--- config.mk ---
export PLATFORM = sky130hd
export DESIGN_NAME = point_vec_packer
export DESIGN_NICKNAME = d
export VERILOG_FILES = /design/src/rtl/point_vec_packer.sv
export SDC_FILE = /design/constraint.sdc
export NUM_CORES = 2
export LEC_CHECK = 0
export CAP_MARGIN = 20
export CORE_ASPECT_RATIO = 0.7
export CORE_MARGIN = 3
export CORE_UTILIZATION = 44
export CTS_CLUSTER_DIAMETER = 120
export DETAILED_ROUTE_END_ITERATION = 12
export PLACE_DENSITY = 0.68
export SYNTH_ARGS = -nofsm -noshare
export SYNTH_HDL_FRONTEND = slang
export SYNTH_SLANG_ARGS = --single-unit
--- constraint.sdc ---
create_clock -name clk -period 2.3 [get_ports clk]
set_clock_uncertainty 0.1 [all_clocks]
set_input_delay 0.46 -clock clk [delete_from_list [all_inputs] [get_ports clk]]
set_output_delay 0.46 -clock clk [all_outputs]
set_load 0.03 [all_outputs]
--- src/rtl/point_vec_packer.sv ---
// point_vec_packer: stream-to-vector packer for the lane-parallel modular multiplier.
// Collects (a, b) coefficient pairs into D-lane packed vectors, double-buffered
// (fill register + output register) behind valid/ready handshakes on both sides.
// Optional range check on incoming coefficients: define POINT_VEC_PACKER_RANGE_CHECK_EN.
module point_vec_packer #(
  parameter int unsigned N = 19,
  parameter int unsigned D = 8,
  parameter int unsigned Q = 270337
) (
  input  logic                   clk,
  input  logic                   rst,
  input  logic                   in_valid,
  output logic                   in_ready,
  input  logic [N-1:0]           in_a,
  input  logic [N-1:0]           in_b,
  input  logic                   in_last,
  output logic                   out_valid,
  input  logic                   out_ready,
  output logic [D*N-1:0]         out_a,
  output logic [D*N-1:0]         out_b,
  output logic [$clog2(D+1)-1:0] out_count,
  output logic                   out_last,
  output logic                   err
);

  localparam int unsigned IW = (D > 1) ? $clog2(D) : 1;
  localparam int unsigned CW = $clog2(D + 1);
  localparam int unsigned VW = D * N;

  localparam logic [0:0] S_FILL = 1'b0;
  localparam logic [0:0] S_WAIT = 1'b1;

  // The modulus must be representable in a lane
  if (64'(Q) >= (64'd1 << N)) begin : g_q_range
    $error("point_vec_packer: Q must be below 2**N");
  end

  logic [0:0]    state, state_n;
  logic [IW-1:0] idx, idx_n;
  logic [VW-1:0] fill_a, fill_a_n, fill_b, fill_b_n;
  logic [CW-1:0] fill_cnt, fill_cnt_n;
  logic          fill_last, fill_last_n;
  logic          in_ready_n, out_valid_n, out_last_n;
  logic [VW-1:0] out_a_n, out_b_n;
  logic [CW-1:0] out_count_n;
  logic [VW-1:0] beat_a, beat_b;
  logic          accept, closing, out_free;
  logic          err_n;

  // Next-state: lane writes, vector close, hand-off to the output register
  always_comb begin
    state_n     = state;
    idx_n       = idx;
    fill_a_n    = fill_a;
    fill_b_n    = fill_b;
    fill_cnt_n  = fill_cnt;
    fill_last_n = fill_last;
    out_valid_n = out_valid;
    out_a_n     = out_a;
    out_b_n     = out_b;
    out_count_n = out_count;
    out_last_n  = out_last;
    beat_a      = fill_a;
    beat_b      = fill_b;

    accept   = in_valid && in_ready;
    out_free = !out_valid || out_ready;
    closing  = accept && ((idx == IW'(D - 1)) || in_last);

    // Fill register with the current beat merged into lane idx
    for (int i = 0; i < D; i++) begin
      if (IW'(i) == idx) begin
        beat_a[i*N +: N] = in_a;
        beat_b[i*N +: N] = in_b;
      end
    end

    if (out_valid && out_ready) out_valid_n = 1'b0;

    case (state)
      S_FILL: begin
        if (accept) begin
          if (closing && out_free) begin
            out_valid_n = 1'b1;
            out_a_n     = beat_a;
            out_b_n     = beat_b;
            out_count_n = CW'(idx) + CW'(1);
            out_last_n  = in_last;
            fill_a_n    = '0;
            fill_b_n    = '0;
            idx_n       = '0;
          end else if (closing) begin
            fill_a_n    = beat_a;
            fill_b_n    = beat_b;
            fill_cnt_n  = CW'(idx) + CW'(1);
            fill_last_n = in_last;
            state_n     = S_WAIT;
          end else begin
            fill_a_n = beat_a;
            fill_b_n = beat_b;
            idx_n    = idx + IW'(1);
          end
        end
      end
      S_WAIT: begin
        if (out_free) begin
          out_valid_n = 1'b1;
          out_a_n     = fill_a;
          out_b_n     = fill_b;
          out_count_n = fill_cnt;
          out_last_n  = fill_last;
          fill_a_n    = '0;
          fill_b_n    = '0;
          fill_cnt_n  = '0;
          fill_last_n = 1'b0;
          idx_n       = '0;
          state_n     = S_FILL;
        end
      end
      default: state_n = S_FILL;
    endcase

    in_ready_n = (state_n == S_FILL);
  end

`ifdef POINT_VEC_PACKER_RANGE_CHECK_EN
  localparam logic [N-1:0] QV = N'(Q);
  logic err_q;

  // Sticky flag for any accepted coefficient outside [0, Q)
  always_comb begin
    err_n = err_q | (accept && ((in_a >= QV) || (in_b >= QV)));
  end

  // Range error register
  always_ff @(posedge clk) begin
    if (rst) err_q <= 1'b0;
    else     err_q <= err_n;
  end

  assign err = err_q;
`else
  // Range check compiled out
  always_comb err_n = 1'b0;
  assign err = err_n;
`endif

  // State and datapath registers
  always_ff @(posedge clk) begin
    if (rst) begin
      state     <= S_FILL;
      idx       <= '0;
      fill_a    <= '0;
      fill_b    <= '0;
      fill_cnt  <= '0;
      fill_last <= 1'b0;
      in_ready  <= 1'b1;
      out_valid <= 1'b0;
      out_a     <= '0;
      out_b     <= '0;
      out_count <= '0;
      out_last  <= 1'b0;
    end else begin
      state     <= state_n;
      idx       <= idx_n;
      fill_a    <= fill_a_n;
      fill_b    <= fill_b_n;
      fill_cnt  <= fill_cnt_n;
      fill_last <= fill_last_n;
      in_ready  <= in_ready_n;
      out_valid <= out_valid_n;
      out_a     <= out_a_n;
      out_b     <= out_b_n;
      out_count <= out_count_n;
      out_last  <= out_last_n;
    end
  end

endmodule

==> After elaboration in Yosys (flattened, before gate mapping) <==
Cells that the tools add are included.
Widths: inputs -> output; s select.
{ "op_classes": {"add_sub_neg": 2, "eq_ne": 14, "n_mux": 64, "bitwise_logic": 2, "reduce_logical": 12} }
{ "op_table": {"columns": ["operator", "count"], "rows": [
  ["$mux 152", 11],
  ["$pmux 152 s2", 4],
  ["$mux 19", 16],
  ["$mux 4", 7],
  ["$pmux 4 s2", 2],
  ["$mux 1", 15],
  ["$eq 3x3->1 const A", 4],
  ["$mux 3", 4],
  ["$ne 2x2->1 const B", 4],
  ["$pmux 1 s2", 4],
  ["$eq 2x3->1 const A", 2],
  ["$pmux 3 s2", 1],
  ["$reduce_and 3->1", 2],
  ["$add 3x1->4 const B", 1],
  ["$logic_and 1x1->1", 4],
  ["$reduce_and 4->1", 1],
  ["$add 3x1->3 const B", 1],
  ["$eq 1x3->1 const A", 1],
  ["$eq 3x3->1 const B", 1],
  ["$logic_not 3->1", 1],
  ["$ne 3x3->1 const B", 1],
  ["$logic_or 1x1->1", 2],
  ["$ne 2x1->1 const B", 1],
  ["$not 1->1", 2],
  ["2 further kinds", 2]
]} }
{ "totals": {"reg_bits": 624, "in_bits": 43, "elab_cells": 106} }

==> Logic depth before layout (Yosys ltp) <==
{ "logic_depth": {"ltp_word": 8, "mapped_depth": 9, "ltp_nobuf": 6} }

==> Worst setup path before layout <==
No wires, ideal clock.
{ "synth_path": {"kind": "flip-flop to flip-flop", "from": "register idx[0]", "to": "register fill_a[100]", "setup_ns": 0.070, "arrival_time_ns": 1.835, "required_time_ns": 2.130, "setup_slack_ns": 0.294, "path_stages_with_launch": 9, "period_less_slack_ns": 2.006, "cell_sequence": "dfxtp_1 ha_1 ha_1 o211a_1 a21oi_2 buf_2 buf_2 nand3_1 a21oi_1"} }
{ "synth_between": {"elab_chain_cells": 7, "elab_cells_between_ends": 9, "cone_classes": "2 x eq/ne; 4 x mux; 3 x reduce/logical"} }
{ "synth_rtl": {"columns": ["element", "line_no", "source"], "rows": [
  ["start: declaration", "39", "logic [IW-1:0] idx, idx_n;"],
  ["start signal: assignment", "165", "idx <= idx_n;"],
  ["$eq 3x3->1", "68", "closing = accept && ((idx == IW'(D - 1)) || in_last);"],
  ["$logic_or 1x1->1", "68", null],
  ["$logic_and 1x1->1", "68", null],
  ["$logic_and 1x1->1", "83", "if (closing && out_free) begin"],
  ["$mux 152 (*)", "83", null],
  ["$mux 152 (*)", "82", "if (accept) begin"],
  ["$pmux 152 s2 (*)", "80", "case (state)"],
  ["end signal: assignment", "166", "fill_a <= fill_a_n;"],
  ["end: declaration", "40", "logic [VW-1:0] fill_a, fill_a_n, fill_b, fill_b_n;"]
]} }
Mark *: on every way between the ends. The rest lies on a longest branch, timed or not. The select of a mux whose other input is x is not followed.
A chain may end at the register's enable or synchronous reset.

==> Worst setup path after layout <==
{ "layout_path": {"from": "register out_a[47]", "to": "output out_a[47]"} }
{ "layout_lines": {"columns": ["element", "line_no", "source"], "rows": [
  ["start: declaration", "19", "output logic [D*N-1:0] out_a,"],
  ["start signal: assignment", "172", "out_a <= out_a_n;"]
]} }
No word-level cell between the ends.

==> flow_metrics.tcl <==
set metrics [dict create \
    status "finished clean" \
    setup_violations 0 \
    syn_avg_cell_area_sq_um 9.04 \
    critPathSlowestCell "clkdlybuf4s50_1" \
    dieArea_sq_mm 0.0688 \
    rsz0062_at_grt "true" \
    drt_pre_antenna_iters 5 \
    ios 355 \
    fin_util_pct 56.6 \
    tritoncts "done" \
    ctsHtreeMaxLevel 2 \
    track_usage_pct 24.0 \
    final-hold-violation-count 0 \
    wire_per_inst_um 19.8 \
    end_kind "output pin" \
    path_buf_inv 1 \
    clock_latency_ps 620 \
    overflow 0 \
    routed_via_density 5.56 \
    maxCapViolCount 0 \
    fp-row-count 77 \
    port-buffer-count 353 \
    critPathMaxStageDelay_ps 690 \
    core_region_area_sq_mm 0.0641 \
    grt_max_degree 97 \
    fill_cells 5668 \
    p_leak_nw 13.6 \
    yosysWarnings 0 \
    grt_pass1_wl_um 133000 \
    grt_pass1_vias 22800 \
    synth_cells 3192 \
    cpLargestDelayFamily "buffers and inverters" \
    worst-setup-path-type "reg -> out" \
    yosysUniqueCellTypes 36 \
    syn2layout_area_growth_pct 25.7 \
    arrival_ps 1690 \
    worst_slew_pin_slew_ps 463 \
    drc 0 \
    multi_input_area_sq_mm 0.0148 \
    synthArstFlopShare_pct 0 \
    yosysSeqAreaShare_pct 43.3 \
    start_kind "flop" \
    wl_um 86700 \
    place.detailed.hpwl_um 56800 \
    hold_ws_ps 100 \
    start_util_pct 45.1 \
    seqCellArea_sq_mm 0.0125 \
    placed_cells 4259 \
    gp_congestion 0.787 \
    final.period_utilization_pct 98.0 \
    hold_path_class "in -> reg" \
    synth_edf_count 0 \
    cts_buffer_depth 3 \
    nNetsFinal 3502 \
    relSlewSlack_pct 68.3 \
    crit_required_ps 1740 \
    synthFlopType "dfxtp_1" \
    antenna_found_initial 4 \
    numCtsBuffers 59 \
    fin_cells 4371 \
    powerDensity_mw_per_mm2 719 \
    synth_seq_cells 624 \
    crit_chain "clkdlybuf4s50_1" \
    cts_root_buf "clkbuf_16" \
    crit_fanout 2 \
    ant_nets 0 \
    synth_area_sq_mm 0.0289 \
    drt_iter0_drc 2300 \
    peakVddDrop_v 0.000499 \
    via_count 24300 \
    path_clk_slew_ps 70 \
    syn_nets 3241 \
    maxClockFrequency_mhz 444 \
    dieWidth_um 312 \
    die_h_um 220 \
    layout-drive-gt1-share_pct 18.4 \
    period_minus_slack_ps 2250 \
    clock_sinks 624 \
    finalMaxSlewViolations 0 \
    power.total_mw 26.1 \
]
==> path summary, 6_finish.rpt <==
check | slack (ps) | start | to | cells past startpoint
worst max-delay path | 50 | out_a[47]$_SDFFE_PP0P_ | out_a[47] | 1
worst min-delay path | 100 | rst | fill_b[60]$_SDFFE_PP0P_ | 2
worst max register to register | 80 | idx[1]$_SDFFE_PP0P_ | out_a[68]$_SDFFE_PP0P_ | 9
worst min register to register | 350 | out_count[0]$_SDFFE_PP0P_ | out_count[0]$_SDFFE_PP0P_ | 2
==> metal layers <==
layer / global-route usage [%] / share of wire (%)
met3: 4.59 / 7.4
met5: 0 / 0.055
met4: 4.69 / 1.7
met1: 35.5 / 47
met2: 36.6 / 44
==> layout by cell type (no fill, tap or decap), types with 5 or more instances in the layout <==
cell / n
dlygate4sd2_1: 6
buf_4: 134
clkdlybuf4s50_1: 335
o21ai_0: 8
a211oi_2: 21
dlymetal6s2s_1: 11
nor2b_4: 5
nand3_1: 306
clkbuf_1: 11
clkbuf_16: 61
clkbuf_8: 15
buf_12: 59
a211oi_1: 284
mux2_2: 304
nand2_1: 319
mux2i_1: 302
clkinv_2: 5
dfxtp_1: 624
clkinvlp_4: 6
bufinv_16: 6
a21oi_1: 316
nor2_1: 312
==> sequential cells by signal, indices dropped and copies added, names as in the netlist <==
name,count
fill_cnt,4
out_b,152
out_valid,1
out_count,4
out_last,1
idx,3
in_ready,1
out_a,152
fill_last,1
fill_b,152
state,1
fill_a,152
==> through the flow <==
| stage | TNS [ps] | instance area, sq um | worst slack, ps |
|---|---|---|---|
| 6_report | 0 | 36300 | 46.6 |
| 5_1_grt | -293 | 36300 | -33.1 |
| 4_1_cts | 0 | 36200 | 1.25 |
| 3_5_place_dp | -6920 | 34100 | -116 |
| 3_3_place_gp | -1120 | 34100 | -43.9 |
| 2_1_floorplan | 0 | 28900 | 294 |
==> timing repair <==
action / 4_1_cts / 5_1_grt
gates cloned: 0 / 1
hold buffers: 0 / 0
pin swaps: 0 / 1
endpoints found under the setup margin: 6 / 271
buffers inserted: 0 / 1
gates resized for setup: 6 / 18
==> cell usage after synthesis, types with 2 or more instances <==
library cell / number / area, sq um
mux2_2: 305 / 3430
buf_2: 161 / 806
and3_1: 3 / 18.8
nor2_1: 312 / 1170
nand3_1: 309 / 1550
dfxtp_1: 624 / 12500
a21oi_2: 2 / 17.5
a211oi_1: 285 / 2140
a211oi_2: 20 / 250
inv_2: 2 / 7.51
inv_1: 3 / 11.3
nand2b_1: 2 / 12.5
mux2i_1: 304 / 3040
buf_1: 3 / 11.3
o31ai_1: 2 / 15.0
buf_6: 5 / 56.3
o21ai_0: 8 / 40.0
clkbuf_1: 152 / 571
nand2_1: 322 / 1210
a21oi_1: 316 / 1580
buf_4: 24 / 180
ha_1: 6 / 75.1
clkbuf_4: 4 / 30.0
a311oi_1: 2 / 17.5
nor2b_1: 5 / 31.3
==> cell type report <==
type,instances,share of cell area [%]
inverters,5,0.0517
well taps,869,3.00
clock buffers,86,4.82
diodes,2,0.0138
repair buffers,549,16.0
clock inverters,22,0.852
multi-input cells,2214,40.8
flip-flops and latches,624,34.4
==> where the power goes <==
part / total [mW] / switching (mW) / leakage, nW / internal (mW)
combinational: 4.19 / 2.53 / 7.47 / 1.66
clock: 10.4 / 4.42 / 0.992 / 5.96
sequential: 11.5 / 0.270 / 5.08 / 11.2
total: 26.1 / 7.22 / 13.6 / 18.9
==> logic make-up after synthesis <==
family                   count (synthesis)  synth area share [%]
buffers and inverters                  354                  5.80
multiplexers                           610                  22.5
flip-flops                             624                  43.3
AO/OA/AOI/OAI                          638                  14.2
AND/OR/NAND/NOR                        959                  14.0
other                                    1                0.0130
adder cells (fa/ha/maj)                  6                 0.260
(Power assumes the default switching activity.)
